===== src/rtl/mem_arb_pkg.sv =====
// Shared types and constants for the fetch/data memory arbiter.
package mem_arb_pkg;

    localparam int unsigned AW_DEF         = 32;
    localparam int unsigned DW_DEF         = 32;
    localparam int unsigned OPW_DEF        = 32;
    localparam int unsigned STARVE_MAX_DEF = 4;

    // Op encoding presented to memory for every instruction fetch.
    localparam int unsigned OP_WORD_READ = 0;

    typedef enum logic [1:0] {
        StIdle  = 2'd0,
        StBusyI = 2'd1,
        StBusyD = 2'd2,
        StResp  = 2'd3
    } arb_state_e;

endpackage


===== src/rtl/mem_arbiter_if.sv =====
// Bundle of fetch port, data port and unified memory port signals.
// slave: the arbiter's view. master: the core + memory environment's view.
interface mem_arbiter_if
    import mem_arb_pkg::*;
#(
    parameter int unsigned AW  = AW_DEF,
    parameter int unsigned DW  = DW_DEF,
    parameter int unsigned OPW = OPW_DEF
) ();

    logic           i_req;
    logic [AW-1:0]  i_addr;
    logic           i_stall;
    logic           i_valid;
    logic [DW-1:0]  i_rdata;

    logic           d_req;
    logic           d_we;
    logic [AW-1:0]  d_addr;
    logic [DW-1:0]  d_wdata;
    logic [OPW-1:0] d_op;
    logic           d_stall;
    logic           d_valid;
    logic [DW-1:0]  d_rdata;

    logic           mem_req;
    logic           mem_we;
    logic [AW-1:0]  mem_addr;
    logic [DW-1:0]  mem_wdata;
    logic [OPW-1:0] mem_op;
    logic [DW-1:0]  mem_rdata;
    logic           mem_ready;

    modport slave (
        input  i_req, i_addr, d_req, d_we, d_addr, d_wdata, d_op, mem_rdata, mem_ready,
        output i_stall, i_valid, i_rdata, d_stall, d_valid, d_rdata,
               mem_req, mem_we, mem_addr, mem_wdata, mem_op
    );

    modport master (
        output i_req, i_addr, d_req, d_we, d_addr, d_wdata, d_op, mem_rdata, mem_ready,
        input  i_stall, i_valid, i_rdata, d_stall, d_valid, d_rdata,
               mem_req, mem_we, mem_addr, mem_wdata, mem_op
    );

endinterface


===== src/rtl/arb_starve_ctr.sv =====
// Saturating count of consecutive data grants taken while fetch is waiting.
module arb_starve_ctr #(
    parameter int unsigned MAX_COUNT = 4
) (
    input  logic clk,
    input  logic rst,
    input  logic clr,
    input  logic inc,
    output logic at_max
);

    localparam int unsigned CW = $clog2(MAX_COUNT + 1);

    logic [CW-1:0] cnt_q;
    logic [CW-1:0] cnt_d;

    assign at_max = (cnt_q == CW'(MAX_COUNT));

    // Clear wins over increment; increment stops at MAX_COUNT.
    always_comb begin
        cnt_d = cnt_q;
        if (clr) begin
            cnt_d = '0;
        end else if (inc && !at_max) begin
            cnt_d = cnt_q + CW'(1);
        end
    end

    // Counter register.
    always_ff @(posedge clk) begin
        if (rst) begin
            cnt_q <= '0;
        end else begin
            cnt_q <= cnt_d;
        end
    end

endmodule


===== src/rtl/mem_arbiter.sv =====
// Shares one single-port memory between the fetch and data ports of the core.
// Data has priority; after STARVE_MAX back-to-back data grants with fetch waiting,
// the next grant goes to fetch.
module mem_arbiter
    import mem_arb_pkg::*;
#(
    parameter int unsigned AW         = AW_DEF,
    parameter int unsigned DW         = DW_DEF,
    parameter int unsigned OPW        = OPW_DEF,
    parameter int unsigned STARVE_MAX = STARVE_MAX_DEF
) (
    input  logic          clk,
    input  logic          rst,
    mem_arbiter_if.slave  bus
);

    arb_state_e     state_q, state_d;
    logic           grant_i, grant_d;
    logic           starve_at_max;
    logic           i_done, d_done;

    logic           mem_req_q;
    logic           mem_we_q;
    logic [AW-1:0]  mem_addr_q;
    logic [DW-1:0]  mem_wdata_q;
    logic [OPW-1:0] mem_op_q;
    logic           i_valid_q, d_valid_q;
    logic [DW-1:0]  i_rdata_q, d_rdata_q;

    // mem_ready outside a BUSY state is ignored.
    assign i_done = (state_q == StBusyI) && bus.mem_ready;
    assign d_done = (state_q == StBusyD) && bus.mem_ready;

    arb_starve_ctr #(
        .MAX_COUNT (STARVE_MAX)
    ) u_starve_ctr (
        .clk    (clk),
        .rst    (rst),
        .clr    (!bus.i_req || grant_i),
        .inc    (grant_d && bus.i_req),
        .at_max (starve_at_max)
    );

    // Arbitration only in IDLE; RESP always returns to IDLE so valid never overlaps a grant.
    always_comb begin
        state_d = state_q;
        grant_i = 1'b0;
        grant_d = 1'b0;
        unique case (state_q)
            StIdle: begin
                if (bus.d_req && (!bus.i_req || !starve_at_max)) begin
                    grant_d = 1'b1;
                    state_d = StBusyD;
                end else if (bus.i_req) begin
                    grant_i = 1'b1;
                    state_d = StBusyI;
                end
            end
            StBusyI, StBusyD: begin
                if (bus.mem_ready) begin
                    state_d = StResp;
                end
            end
            StResp:  state_d = StIdle;
            default: state_d = StIdle;
        endcase
    end

    // State register and one-cycle valid pulses.
    always_ff @(posedge clk) begin
        if (rst) begin
            state_q   <= StIdle;
            i_valid_q <= 1'b0;
            d_valid_q <= 1'b0;
        end else begin
            state_q   <= state_d;
            i_valid_q <= i_done;
            d_valid_q <= d_done;
        end
    end

    // Memory request registers: loaded on grant, held until completion.
    always_ff @(posedge clk) begin
        if (rst) begin
            mem_req_q   <= 1'b0;
            mem_we_q    <= 1'b0;
            mem_addr_q  <= '0;
            mem_wdata_q <= '0;
            mem_op_q    <= '0;
        end else if (grant_d) begin
            mem_req_q   <= 1'b1;
            mem_we_q    <= bus.d_we;
            mem_addr_q  <= bus.d_addr;
            mem_wdata_q <= bus.d_wdata;
            mem_op_q    <= bus.d_op;
        end else if (grant_i) begin
            mem_req_q   <= 1'b1;
            mem_we_q    <= 1'b0;
            mem_addr_q  <= bus.i_addr;
            mem_wdata_q <= '0;
            mem_op_q    <= OPW'(OP_WORD_READ);
        end else if (i_done || d_done) begin
            mem_req_q   <= 1'b0;
        end
    end

    // Read data capture; stores leave d_rdata untouched.
    always_ff @(posedge clk) begin
        if (rst) begin
            i_rdata_q <= '0;
            d_rdata_q <= '0;
        end else begin
            if (i_done) begin
                i_rdata_q <= bus.mem_rdata;
            end
            if (d_done && !mem_we_q) begin
                d_rdata_q <= bus.mem_rdata;
            end
        end
    end

    assign bus.mem_req   = mem_req_q;
    assign bus.mem_we    = mem_we_q;
    assign bus.mem_addr  = mem_addr_q;
    assign bus.mem_wdata = mem_wdata_q;
    assign bus.mem_op    = mem_op_q;
    assign bus.i_valid   = i_valid_q;
    assign bus.d_valid   = d_valid_q;
    assign bus.i_rdata   = i_rdata_q;
    assign bus.d_rdata   = d_rdata_q;
    assign bus.i_stall   = bus.i_req && !i_valid_q;
    assign bus.d_stall   = bus.d_req && !d_valid_q;

endmodule


===== src/flat_wrapper.sv =====
// flat-port wrapper written by rule: the top's interface ports become plain ports
module mem_arbiter_flat import mem_arb_pkg::*;
#(
    parameter int unsigned AW         = AW_DEF,
    parameter int unsigned DW         = DW_DEF,
    parameter int unsigned OPW        = OPW_DEF,
    parameter int unsigned STARVE_MAX = STARVE_MAX_DEF
)
  (clk, rst, bus_i_req, bus_i_addr, bus_d_req, bus_d_we, bus_d_addr, bus_d_wdata, bus_d_op, bus_mem_rdata, bus_mem_ready, bus_i_stall, bus_i_valid, bus_i_rdata, bus_d_stall, bus_d_valid, bus_d_rdata, bus_mem_req, bus_mem_we, bus_mem_addr, bus_mem_wdata, bus_mem_op);
  mem_arbiter_if #(.AW(AW), .DW(DW), .OPW(OPW)) bus_i ();
  input  logic clk;
  input  logic rst;
  input wire logic [$bits(bus_i.i_req)-1:0] bus_i_req;
  input wire logic [$bits(bus_i.i_addr)-1:0] bus_i_addr;
  input wire logic [$bits(bus_i.d_req)-1:0] bus_d_req;
  input wire logic [$bits(bus_i.d_we)-1:0] bus_d_we;
  input wire logic [$bits(bus_i.d_addr)-1:0] bus_d_addr;
  input wire logic [$bits(bus_i.d_wdata)-1:0] bus_d_wdata;
  input wire logic [$bits(bus_i.d_op)-1:0] bus_d_op;
  input wire logic [$bits(bus_i.mem_rdata)-1:0] bus_mem_rdata;
  input wire logic [$bits(bus_i.mem_ready)-1:0] bus_mem_ready;
  output wire logic [$bits(bus_i.i_stall)-1:0] bus_i_stall;
  output wire logic [$bits(bus_i.i_valid)-1:0] bus_i_valid;
  output wire logic [$bits(bus_i.i_rdata)-1:0] bus_i_rdata;
  output wire logic [$bits(bus_i.d_stall)-1:0] bus_d_stall;
  output wire logic [$bits(bus_i.d_valid)-1:0] bus_d_valid;
  output wire logic [$bits(bus_i.d_rdata)-1:0] bus_d_rdata;
  output wire logic [$bits(bus_i.mem_req)-1:0] bus_mem_req;
  output wire logic [$bits(bus_i.mem_we)-1:0] bus_mem_we;
  output wire logic [$bits(bus_i.mem_addr)-1:0] bus_mem_addr;
  output wire logic [$bits(bus_i.mem_wdata)-1:0] bus_mem_wdata;
  output wire logic [$bits(bus_i.mem_op)-1:0] bus_mem_op;
  assign bus_i.i_req = bus_i_req;
  assign bus_i.i_addr = bus_i_addr;
  assign bus_i.d_req = bus_d_req;
  assign bus_i.d_we = bus_d_we;
  assign bus_i.d_addr = bus_d_addr;
  assign bus_i.d_wdata = bus_d_wdata;
  assign bus_i.d_op = bus_d_op;
  assign bus_i.mem_rdata = bus_mem_rdata;
  assign bus_i.mem_ready = bus_mem_ready;
  assign bus_i_stall = bus_i.i_stall;
  assign bus_i_valid = bus_i.i_valid;
  assign bus_i_rdata = bus_i.i_rdata;
  assign bus_d_stall = bus_i.d_stall;
  assign bus_d_valid = bus_i.d_valid;
  assign bus_d_rdata = bus_i.d_rdata;
  assign bus_mem_req = bus_i.mem_req;
  assign bus_mem_we = bus_i.mem_we;
  assign bus_mem_addr = bus_i.mem_addr;
  assign bus_mem_wdata = bus_i.mem_wdata;
  assign bus_mem_op = bus_i.mem_op;
  mem_arbiter #(.AW(AW), .DW(DW), .OPW(OPW), .STARVE_MAX(STARVE_MAX)) u_core (.clk(clk), .rst(rst), .bus(bus_i));
endmodule

===== config.mk =====
export PLATFORM = sky130hd
export DESIGN_NAME = mem_arbiter_flat
export DESIGN_NICKNAME = d
export VERILOG_FILES = /design/src/rtl/mem_arb_pkg.sv /design/src/rtl/mem_arbiter_if.sv /design/src/rtl/arb_starve_ctr.sv /design/src/rtl/mem_arbiter.sv /design/src/flat_wrapper.sv
export SDC_FILE = /design/constraint.sdc
export NUM_CORES = 1
export LEC_CHECK = 0
export BUFFER_PORTS_ARGS = -buffer_cell sky130_fd_sc_hd__buf_2
export CORE_AREA = 2 2 129 131
export CTS_CLUSTER_SIZE = 14
export DETAILED_ROUTE_END_ITERATION = 10
export DIE_AREA = 0 0 131 133
export PLACE_DENSITY = 0.77
export SKIP_LAST_GASP = 1
export SYNTH_ARGS = -nofsm -noshare
export SYNTH_HDL_FRONTEND = slang
export SYNTH_SLANG_ARGS = --single-unit
export TNS_END_PERCENT = 10

===== constraint.sdc =====
create_clock -name clk -period 1.8 [get_ports clk]
set_clock_uncertainty 0.15 [all_clocks]
set_input_delay 0 -clock clk [delete_from_list [all_inputs] [get_ports clk]]
set_output_delay 0 -clock clk [all_outputs]
set_load 0.01 [all_outputs]

==> summary.txt, run 1 <==
Worst setup path
  – Startpoint Class: flip-flop
  – CP endpoint kind: flip-flop
  – Setup crit start: u_core.u_starve_ctr.cnt_q[0]$_SDFFE_PP0P_
  – CP required: about 2000 ps
  – FF-to-FF setup slack: roughly 16 ps
  – Length in cells of the worst reg-to-reg path: 6
  – Critical path type: reg2reg
  – Critical R2R Launch: u_core.u_starve_ctr.cnt_q[0]$_SDFFE_PP0P_
  – Max FO, Critical Path: 32
  – Worst EP arrival: 1960 ps
  – Critical R2R Capture: u_core.bus.mem_addr[1]$_SDFFE_PP0P_

Routing
  – Vias after detailed routing: between 7000 and 8000
  – Post-DRT Antenna Nets: 0
  – Pre-antenna DRT Iters: 5
  – Routed len/inst: about 17 um
  – Vias per cell: around 5.3
  – WL final: 24700 um
  – Detailed router's first-iteration violation count: between 500 and 600
  – DRC Markers: 0

CTS
  – CTS Buffer Depth: 2
  – Clock Latency Late Sink: around 420 ps
  – Clk pin slew, worst setup/hold paths: approximately 70 ps
  – CTS Buf Count: 17
  – Sink Count: 169
  – CTS Root Cell: clkbuf_16
  – H-tree depth: 4
  – CTS tree: done

Logic synthesis
  – Area leader, netlist: dfxtp_1
  – Ys flop type: dfxtp_1
  – Most frequent cell after synthesis: dfxtp_1
  – Seq/Total Area, Yosys: between 50% and 60%
  – Synth top area share: a little over half
  – Post-synth net total: roughly 900
  – Most common library cells after synthesis: dfxtp_1, nand2_1, nor2_1
  – Syn Inst Count: 749
  – Average size of a mapped cell: 8.57 um^2
  – Number of distinct library cells after synthesis: 31
  – Total number of yosys warnings: 0
  – Number of flops mapped to enable cells by yosys: 0
  – Ys async rst share: 0%
  – Synth area leaders: dfxtp_1, a32oi_1, nand2_1
  – #FFs+latches synth: around 170
  – Mapped cell area: 0.00642 mm^2

Pwr
  – Combinational fraction of design power: 35.6%
  – Clk pwr share: roughly 29%
  – LEAKAGE: about 4.8 nW
  – Power density over cell area: 1270 mW/mm^2
  – P_sw: approximately 4.8 mW
  – VDD IR max: about 0.73 mV
  – Sw Share: approximately a third
  – Total power: ~14 mW
  – Sequential share of power: 35.9%
  – Power Internal: between 8 and 9 mW

STA
  – Worst slew pin tran: 574 ps
  – Final hold violations: 0
  – Final min period: around 1800 ps
  – Fmax: between 500 and 600 MHz
  – Slew Limit Fails: 0
  – Max transition margin: 61.6%
  – Unrepaired setup endpoints after global routing: yes
  – Final setup violation count: 0
  – Final period util: 99.1%

Min path
  – Hold path start: bus_d_op[20]
  – Hold depth: 4
  – Hold EP: u_core.bus.mem_op[20]$_SDFFE_PP0P_
  – Hold Path Class: in2reg

Final layout
  – Core Util, Final: 66.2%
  – Final Non-Filler Cells: between 1000 and 1500
  – Fraction of layout cells with a size suffix above 1: 32.7%
  – Area growth syn-to-layout: 66.7%
  – Final nets: approximately 1400

Placed design
  – DP Cell Count: about 1200
  – IO buf count: roughly 330
  – GPL Wtd Cong: slightly above 0.8
  – Hpwl dp: 13800 um

Die
  – Die Wd: roughly 130 um
  – Core Box Area: around 0.016 mm^2
  – IO Pins: between 300 and 400
  – Die Area: approximately 0.017 mm^2
  – Row count: 47
  – Initial Utilization: about two fifths
  – DIE HEIGHT: 133 um

GRT
  – Largest net degree at the start of global routing: between 50 and 60
  – Initial antenna violation count: 1
  – Total gr overflow: 0
  – Number of global-route vias before repair: 7665
  – Global-route wire length before repair: about 38000 um
  – Total Routing Usage GR: a little over a quarter

Outcome
  – Status: completed

Job
  – Max-cap viol count: 0
==> power by group through the flow <==
| stage | Clock (mW) | Sequential [mW] | Combinational, mW |
|---|---|---|---|
| final | 3.88 | 4.87 | 4.82 |
| after global routing | 4.10 | 4.95 | 5.24 |
| after CTS | 3.94 | 4.84 | 4.60 |
| after detailed placement | 0 | 4.90 | 4.31 |
| after global placement | 0 | 4.90 | 4.23 |
| after floorplan | 0 | 5.23 | 2.29 |
==> flip-flops by register name (all words and copies together) (netlist names) <==
name	count
u_core.bus.d_valid	1
u_core.u_starve_ctr.cnt_q	3
u_core.bus.mem_req	1
u_core.bus.d_rdata	32
u_core.bus.mem_wdata	32
u_core.bus.mem_op	32
u_core.state_q	2
u_core.bus.i_rdata	32
u_core.bus.i_valid	1
u_core.bus.mem_we	1
u_core.bus.mem_addr	32
==> worst max-delay path by stage <==
| stage | to | slack, ps | cells past startpoint |
|---|---|---|---|
| CTS | u_core.bus.mem_addr[23]$_SDFFE_PP0P_ | 40 | 6 |
| global placement | u_core.bus.mem_op[10]$_SDFFE_PP0P_ | 30 | 6 |
| floorplan | u_core.bus.mem_op[0]$_SDFFE_PP0P_ | 120 | 8 |
| global route | u_core.bus.mem_addr[1]$_SDFFE_PP0P_ | -40 | 6 |
| finish | u_core.bus.mem_addr[1]$_SDFFE_PP0P_ | 20 | 6 |
| detailed placement | u_core.bus.mem_op[28]$_SDFFE_PP0P_ | -40 | 6 |
==> layout make-up <==
class	instances	area (um^2)
fillers	1220	5470
diodes	1	2.50
inverters	6	22.5
clock inverters	14	183
repair buffers	520	3670
multi-input cells	498	2730
flip-flops and latches	169	3380
clock buffers	18	439
well taps	220	275
==> logic make-up (layout without fill, tap and decap cells) <==
family | after synthesis | in the layout | share of synthesized area [%]
fa+ha+maj | 5 | 5 | 0.974
other cells | 0 | 1 | 0
simple gates | 282 | 282 | 17.8
buf+inv | 82 | 558 | 6.00
flops | 169 | 169 | 52.7
mux | 1 | 1 | 0.156
compound gates | 210 | 210 | 22.4
==> timing repair <==
action / in CTS / in global routing
setup endpoints to repair: 52 / 90
gates resized for setup: 1 / 14
hold endpoints to repair: 169 / 0
setup buffers: 0 / 0
hold buffers: 165 / 0
pin swaps: 0 / 2
cloned: 0 / 0
==> per-layer routing <==
layer / global-route usage, % / part of all wire (%)
met1: 29.7 / 37
met2: 46.7 / 51
met3: 7.89 / 7.9
met4: 16.3 / 4.5
met5: 0 / 0
==> stage by stage <==
step           hold WS, ps  TNS, ps  setup WS (ps)  instance area (um^2)
2_1_floorplan        -14.0        0            124                  6420
3_3_place_gp          97.6        0           26.5                  8360
3_5_place_dp           107     -484          -42.1                  8360
4_1_cts                191        0           44.0                 10600
5_1_grt                213    -65.7          -42.9                 10700
6_report               214        0           16.4                 10700
==> critical path, stage by stage (launching register included) <==
cell and delay [ps]:
dfxtp_1 330, inv_1 120, ha_4 190, and3_4 210, buf_12 170, o21ai_0 160
a311oi_2 340
==> placed cells by master, fill, tap and decap left out, types with 6 or more instances in the layout <==
master,Yosys,routed
inv_1,6,6
o21ai_0,35,35
nor2_1,100,100
dfxtp_1,169,169
buf_4,10,9
a21oi_1,68,68
buf_12,0,13
a32oi_1,65,64
buf_2,32,330
nand2_1,135,134
dlygate4sd3_1,0,165
nand3_1,33,33
clkbuf_16,0,17
a311oi_1,32,28
Note: power is estimated with default switching activity, not from simulation.
==> run 2, diff against run 1 <==
--- a/config.mk
+++ b/config.mk
@@ -8,7 +8,7 @@
 export BUFFER_PORTS_ARGS = -buffer_cell sky130_fd_sc_hd__buf_2
-export CORE_AREA = 2 2 129 131
+export CORE_ASPECT_RATIO = 0.9
+export CORE_UTILIZATION = 41
 export CTS_CLUSTER_SIZE = 14
 export DETAILED_ROUTE_END_ITERATION = 10
-export DIE_AREA = 0 0 131 133
-export PLACE_DENSITY = 0.77
+export PLACE_DENSITY = 0.81
 export SKIP_LAST_GASP = 1
==> constraint.sdc (replaced) <==
create_clock -name clk -period 1.8 [get_ports clk]
set_clock_uncertainty 0.15 [all_clocks]
set_input_delay 0.09 -clock clk [delete_from_list [all_inputs] [get_ports clk]]
set_output_delay 0.09 -clock clk [all_outputs]
set_load 0.01 [all_outputs]
==> run 2 against run 1 <==
Net effect: the run now ends with design-rule violations left; critical path depth stayed put; fmax is 2.7% higher; sequential share of layout area is 0.20 points higher; count of clock-buffer cells in the layout stayed put; cell count is 1.4% lower; global-route usage is 1.0 points higher; via count is 1.7% higher; largest cell class unchanged; largest power group unchanged; highest routed layer unchanged.
==> summary.txt, run 2 (same netlist as run 1, synthesis figures left out) <==
GRT
  – Initial antenna violation count: 0
  – Total Routing Usage GR: between 20% and 30%
  – Global-route wire length before repair: 36500 um
  – Largest net degree at the start of global routing: 50
  – Number of global-route vias before repair: between 7000 and 8000
  – Total gr overflow: 0

Pwr
  – Sw Share: roughly 36%
  – Combinational fraction of design power: 35.8%
  – LEAKAGE: ~4.7 nW
  – P_sw: 4.74 mW
  – Power Internal: 8.58 mW
  – Power density over cell area: between 1000 and 1500 mW/mm^2
  – Sequential share of power: between 30% and 40%
  – Clk pwr share: about 28%
  – VDD IR max: between 0.7 and 0.8 mV

Final layout
  – ANT cells: 0
  – Fin area: around 0.011 mm^2
  – Fillcell total: 1081
  – Final nets: roughly 1400
  – Commonest non-fill, non-tap cell in the layout: buf_2
  – Most frequent cells in the layout: buf_2, dfxtp_1, dlygate4sd3_1
  – Fraction of layout cells with a size suffix above 1: around 32%
  – Area growth syn-to-layout: 65.6%

STA
  – Fmax: between 500 and 600 MHz
  – Worst slew pin tran: 384 ps
  – Setup_tns: 0 ps
  – Final hold violations: 0
  – Final setup violation count: 0
  – Max transition margin: 74.2%
  – Unrepaired setup endpoints after global routing: yes
  – Slew Limit Fails: 0
  – Final min period: ~1700 ps
  – Final period util: a little over nine tenths

Worst setup path
  – Worst EP arrival: about 1900 ps
  – Critical path type: reg2reg
  – Max FO, Critical Path: 16
  – CP cell instances: inv_1 -> ha_4 -> and3_4 -> buf_12 -> o21ai_0 -> a311oi_1
  – CP max stage delay: 330 ps
  – CP required: ~2000 ps
  – Startpoint Class: flip-flop
  – CP bufs+invs: 2
  – CP endpoint kind: flip-flop
  – CP top delay family: compound AO/OA/AOI/OAI gates
  – Slowest cell on crit path: dfxtp_1

CTS
  – Post-CTS Setup Repair Bufs: 0
  – H-tree depth: 4
  – CTS Buf Count: 17
  – CTS tree: done
  – Clk pin slew, worst setup/hold paths: 70 ps
  – CTS Root Cell: clkbuf_16
  – Clock Latency Late Sink: about 420 ps
  – CTS Buffer Depth: 2
  – Sink Count: between 150 and 200

Routing
  – DRC Markers: 2
  – Pre-antenna DRT Iters: 10
  – Routed len/inst: 17.0 um
  – Vias per cell: approximately 5.5
  – Post-DRT Antenna Nets: 0
  – Vias after detailed routing: slightly below 8000
  – WL final: 24300 um
  – Detailed router's first-iteration violation count: ~530

Placed design
  – Placed Instance Area: 0.00833 mm^2
  – IO buf count: roughly 330
  – Hpwl dp: approximately 14000 um
  – GPL Wtd Cong: just over 0.8

Die
  – IO Pins: around 330
  – Core Box Area: around 0.015 mm^2
  – Initial Utilization: about two fifths
  – DIE HEIGHT: 121 um
  – Die Area: between 0.015 and 0.02 mm^2
  – Die Wd: 134 um
  – Row count: between 40 and 50

Outcome
  – Status: finished with violations
  – Failing checks: design-rule violations

Min path
  – Hold Path Class: in2reg

Job
  – Max-cap viol count: 0
[run 2: tightest hold or removal path, stage by stage]
cell and delay [ps]:
buf_2 200, nor3b_1 90, o21ai_0 160, a21oi_1 70
[run 2: power groups by stage]
| stage | registers, mW | logic, mW | clock network, mW |
|---|---|---|---|
| finish | 4.89 | 4.77 | 3.67 |
| floorplan | 5.23 | 2.29 | 0 |
| global placement | 4.89 | 4.19 | 0 |
| global route | 4.95 | 5.15 | 3.88 |
| CTS | 4.85 | 4.54 | 3.72 |
| detailed placement | 4.92 | 4.26 | 0 |
[run 2: final cells by class]
cell class | instances | area [um^2] | share of cell area [%]
timing repair buffer | 519 | 3660 | 34.5
inverter | 6 | 22.5 | 0.212
tap | 202 | 253 | 2.38
sequential | 169 | 3380 | 31.8
clock inverter | 14 | 159 | 1.49
clock buffer | 18 | 429 | 4.04
multi-input combinational | 498 | 2720 | 25.6
[run 2: metal layers]
| metal | global-route usage, % | part of all wire, % | vias up |
|---|---|---|---|
| met4 | 16.7 | 4.5 | 0 |
| met3 | 6.88 | 7.2 | 109 |
| met1 | 29.4 | 37 | 3661 |
| met5 | 0 | 0 | - |
| li1 | - | - | 3578 |
| met2 | 51.9 | 51 | 464 |
[run 2: path summary, 6_finish.rpt]
kind              slack (ps)                             endpoint                                       from  cells past startpoint
setup reg to reg          60  u_core.bus.mem_addr[1]$_SDFFE_PP0P_  u_core.u_starve_ctr.cnt_q[0]$_SDFFE_PP0P_                      6
setup / recovery          60  u_core.bus.mem_addr[1]$_SDFFE_PP0P_  u_core.u_starve_ctr.cnt_q[0]$_SDFFE_PP0P_                      6
hold / removal            90       u_core.state_q[0]$_SDFFE_PP0P_                                  bus_d_req                      4
hold reg to reg          300  u_core.bus.i_rdata[31]$_SDFFE_PP0P_        u_core.bus.i_rdata[31]$_SDFFE_PP0P_                      2
[run 2: repair_timing]
item	4_1_cts	5_1_grt
endpoints found under the setup margin	0	91
hold endpoints to repair	167	0
hold buffers	164	0
gates resized for setup	0	10
[run 2: stage by stage]
step                setup slack, ps  cells  utilization (%)  power (mW)  hold slack (ps)
finish                         62.7   1426             69.4        13.3             94.5
global route                  -7.73   1426             69.4        14.0             85.8
CTS                            11.9   1425             68.9        13.1             66.7
detailed placement             18.9   1229             54.3        9.17              197
global placement                102   1229             54.3        9.08              188
floorplan                       124    749                -        7.52             76.0
==> run 3, diff against run 2 <==
ABC_AREA = 1   (was unset)
CORE_UTILIZATION = 42   (was 41)
PLACE_DENSITY = 0.82   (was 0.81)
clock period = 1.45 ns   (was 1.8 ns; I/O delays follow)
==> run 3 against run 2 <==
Net effect: the run ends with negative setup slack left; utilization rose by 3.1 points; first-iteration DRC count up 38%; via count is 7.7% higher; cell area increased by 5.9%; die area is 2.5% higher; clock power grew 24%.
==> summary.txt, run 3 <==
Logic synthesis
  – Average size of a mapped cell: roughly 7.5 um^2
  – Most frequent cell after synthesis: nand2_1
  – Total number of yosys warnings: 0
  – Seq/Total Area, Yosys: 50.2%
  – Post-synth net total: between 1000 and 1500
  – Area leader, netlist: dfxtp_1
  – Number of distinct library cells after synthesis: 21
  – Syn Inst Count: ~900
  – Most common library cells after synthesis: nand2_1, nor2_1, dfxtp_1
  – Synth top area share: approximately 50%
  – Ys async rst share: 0%
  – Number of flops mapped to enable cells by yosys: 0
  – Synth area leaders: dfxtp_1, nand2_1, nor2_1
  – #FFs+latches synth: 169
  – Mapped cell area: a little under 0.007 mm^2
  – Ys flop type: dfxtp_1

Placed design
  – DP Cell Count: about 1400
  – GPL Wtd Cong: roughly 0.82
  – Hpwl dp: between 10000 and 15000 um
  – Placed Instance Area: roughly 0.0086 mm^2
  – IO buf count: 331

Routing
  – Vias after detailed routing: roughly 8400
  – Vias per cell: about 5.2
  – DRC Markers: 0
  – WL final: 28000 um
  – Detailed router's first-iteration violation count: 733
  – Routed len/inst: roughly 17 um
  – Post-DRT Antenna Nets: 0
  – Pre-antenna DRT Iters: 5

CTS
  – CTS Buf Count: 17
  – CTS tree: done
  – Clock Latency Late Sink: between 400 and 500 ps
  – CTS Buffer Depth: 2
  – Sink Count: 169
  – CTS Root Cell: clkbuf_16
  – Clk pin slew, worst setup/hold paths: ~80 ps
  – H-tree depth: 4

GRT
  – Largest net degree at the start of global routing: 66
  – Global-route wire length before repair: ~40000 um
  – Number of global-route vias before repair: 8104
  – Total Routing Usage GR: between 30% and 40%
  – Initial antenna violation count: 1
  – Total gr overflow: 0

Die
  – Core Box Area: between 0.015 and 0.02 mm^2
  – Row count: 43
  – Initial Utilization: 43.4%
  – DIE HEIGHT: 122 um
  – Die Area: between 0.015 and 0.02 mm^2
  – IO Pins: between 300 and 400
  – Die Wd: 136 um

Pwr
  – LEAKAGE: about 5.6 nW
  – Clk pwr share: a little under a quarter
  – Combinational fraction of design power: between 40 and 50%
  – VDD IR max: 1.05 mV
  – Power Internal: roughly 12 mW
  – Sequential share of power: between 30% and 40%
  – Sw Share: approximately 40%
  – P_sw: approximately 8 mW
  – Power density over cell area: 1750 mW/mm^2

Min path
  – Hold Path Class: in2reg
  – Hold path start: bus_d_req

Worst setup path
  – Worst EP arrival: between 1500 and 2000 ps
  – Critical R2R Capture: u_core.bus.mem_wdata[7]$_SDFFE_PP0P_
  – CP endpoint kind: flip-flop
  – Startpoint Class: flip-flop
  – Length in cells of the worst reg-to-reg path: 8
  – Critical R2R Launch: u_core.state_q[0]$_SDFFE_PP0P_
  – Setup crit start: u_core.state_q[0]$_SDFFE_PP0P_
  – FF-to-FF setup slack: -260 ps
  – Crit path capture: u_core.bus.mem_wdata[7]$_SDFFE_PP0P_
  – CP required: approximately 1600 ps
  – Critical path type: reg2reg
  – Max FO, Critical Path: 11

STA
  – Worst slew pin tran: approximately 710 ps
  – Unrepaired setup endpoints after global routing: yes
  – Final hold violations: 0
  – Slew Limit Fails: 0
  – Worst hold margin: between 100 and 150 ps
  – Max transition margin: between 50% and 60%
  – Final period util: 118%
  – Setup_tns: -9130 ps
  – Final worst slack: -261 ps
  – Final min period: around 1700 ps
  – Fmax: 585 MHz
  – Final setup violation count: 152

Final layout
  – Fillcell total: between 1000 and 1500
  – Final Non-Filler Cells: 1617
  – Final nets: approximately 1600
  – Most frequent cells in the layout: buf_2, nand2_1, dfxtp_1
  – Fin area: 0.0113 mm^2
  – Fraction of layout cells with a size suffix above 1: 33.7%
  – Area growth syn-to-layout: 67.0%
  – Commonest non-fill, non-tap cell in the layout: buf_2

Outcome
  – Failing checks: negative setup slack
  – Status: finished with violations

Job
  – Max-cap viol count: 0
## run 3: cell types whose count changed in the layout (fill, tap and decap cells not counted), sizes merged, moves of 3 or more
cell / previous run / this run
nand2: 135 / 212
o21ai: 36 / 65
and2: 3 / 0
nand4: 2 / 33
clkinvlp: 3 / 0
a311oi: 32 / 0
clkinv: 2 / 9
a32oi: 65 / 0
nor2b: 3 / 0
buf: 354 / 374
nor2: 100 / 201
nand3: 34 / 37
inv: 13 / 52
## run 3: critical path, stage by stage, from the launching register on
cell,delay (ps)
dfxtp_2,330
inv_2,80
ha_4,160
buf_6,100
nand3_4,120
clkinv_8,120
buf_12,150
nand2_8,50
a21oi_1,330
## run 3: worst min path at each step
stage	end	slack, ps	cells after the start
after global routing	u_core.bus.mem_addr[6]$_SDFFE_PP0P_	150	6
after floorplan	u_core.bus.d_rdata[0]$_SDFFE_PP0P_	60	2
after detailed placement	u_core.bus.d_rdata[12]$_SDFFE_PP0P_	170	3
final	u_core.bus.mem_addr[6]$_SDFFE_PP0P_	130	6
after global placement	u_core.bus.d_rdata[20]$_SDFFE_PP0P_	160	3
after CTS	u_core.bus.mem_wdata[23]$_SDFFE_PP0P_	70	6
## run 3: cell type report
cell class | count | area (um^2) | share of cell area, %
Timing Repair Buffer | 542 | 3910 | 34.7
Sequential cell | 169 | 3390 | 30.1
Multi-Input combinational cell | 624 | 2920 | 25.9
Clock buffer | 17 | 425 | 3.78
Tap cell | 202 | 253 | 2.24
Inverter | 46 | 188 | 1.67
Clock inverter | 15 | 178 | 1.58
Antenna cell | 2 | 5.00 | 0.0444
## run 3: stage by stage
step                total power, mW  setup WS [ps]  utilization (%)
floorplan                      11.2          -51.1                -
global placement               13.1          -94.6             55.6
detailed placement             13.2           -153             55.6
CTS                            18.4           -114             70.6
global route                   20.8           -346             72.4
finish                         19.7           -261             72.4
## run 3: repair_timing
item | CTS | global route
hold buffers | 164 | 0
gates resized for setup | 10 | 35
setup endpoints to repair | 167 | 168
endpoints found under the hold margin | 168 | 0
cloned | 1 | 6
buffers inserted | 3 | 4
pin swaps | 1 | 8
## run 3: logic make-up (layout without fill, tap and decap cells)
logic type | Yosys count | after routing | synth area share, %
flops | 169 | 169 | 50.2
compound gates | 135 | 135 | 10.2
fa+ha+maj | 5 | 5 | 0.928
xor+xnor | 1 | 1 | 0.130
other cells | 0 | 2 | 0
buf+inv | 111 | 620 | 8.59
simple gates | 483 | 483 | 30.0
## run 3: power by group through the flow
stage	logic, mW	registers (mW)	clock network (mW)
finish	8.79	6.37	4.56
floorplan	4.33	6.84	0
CTS	7.50	6.28	4.61
global route	9.45	6.47	4.83
detailed placement	6.87	6.36	0
global placement	6.74	6.33	0
## run 3: metal layers
metal  wire (um)  vias up  GRT usage, %  part of all wire [%]
met1        9750     3792          32.1                    35
met3        3030      159          12.3                    11
met4        1620        0          18.5                   5.8
met5           0        -         0.617                     0
met2       13700      596          53.9                    49
li1            -     3867             -                     -
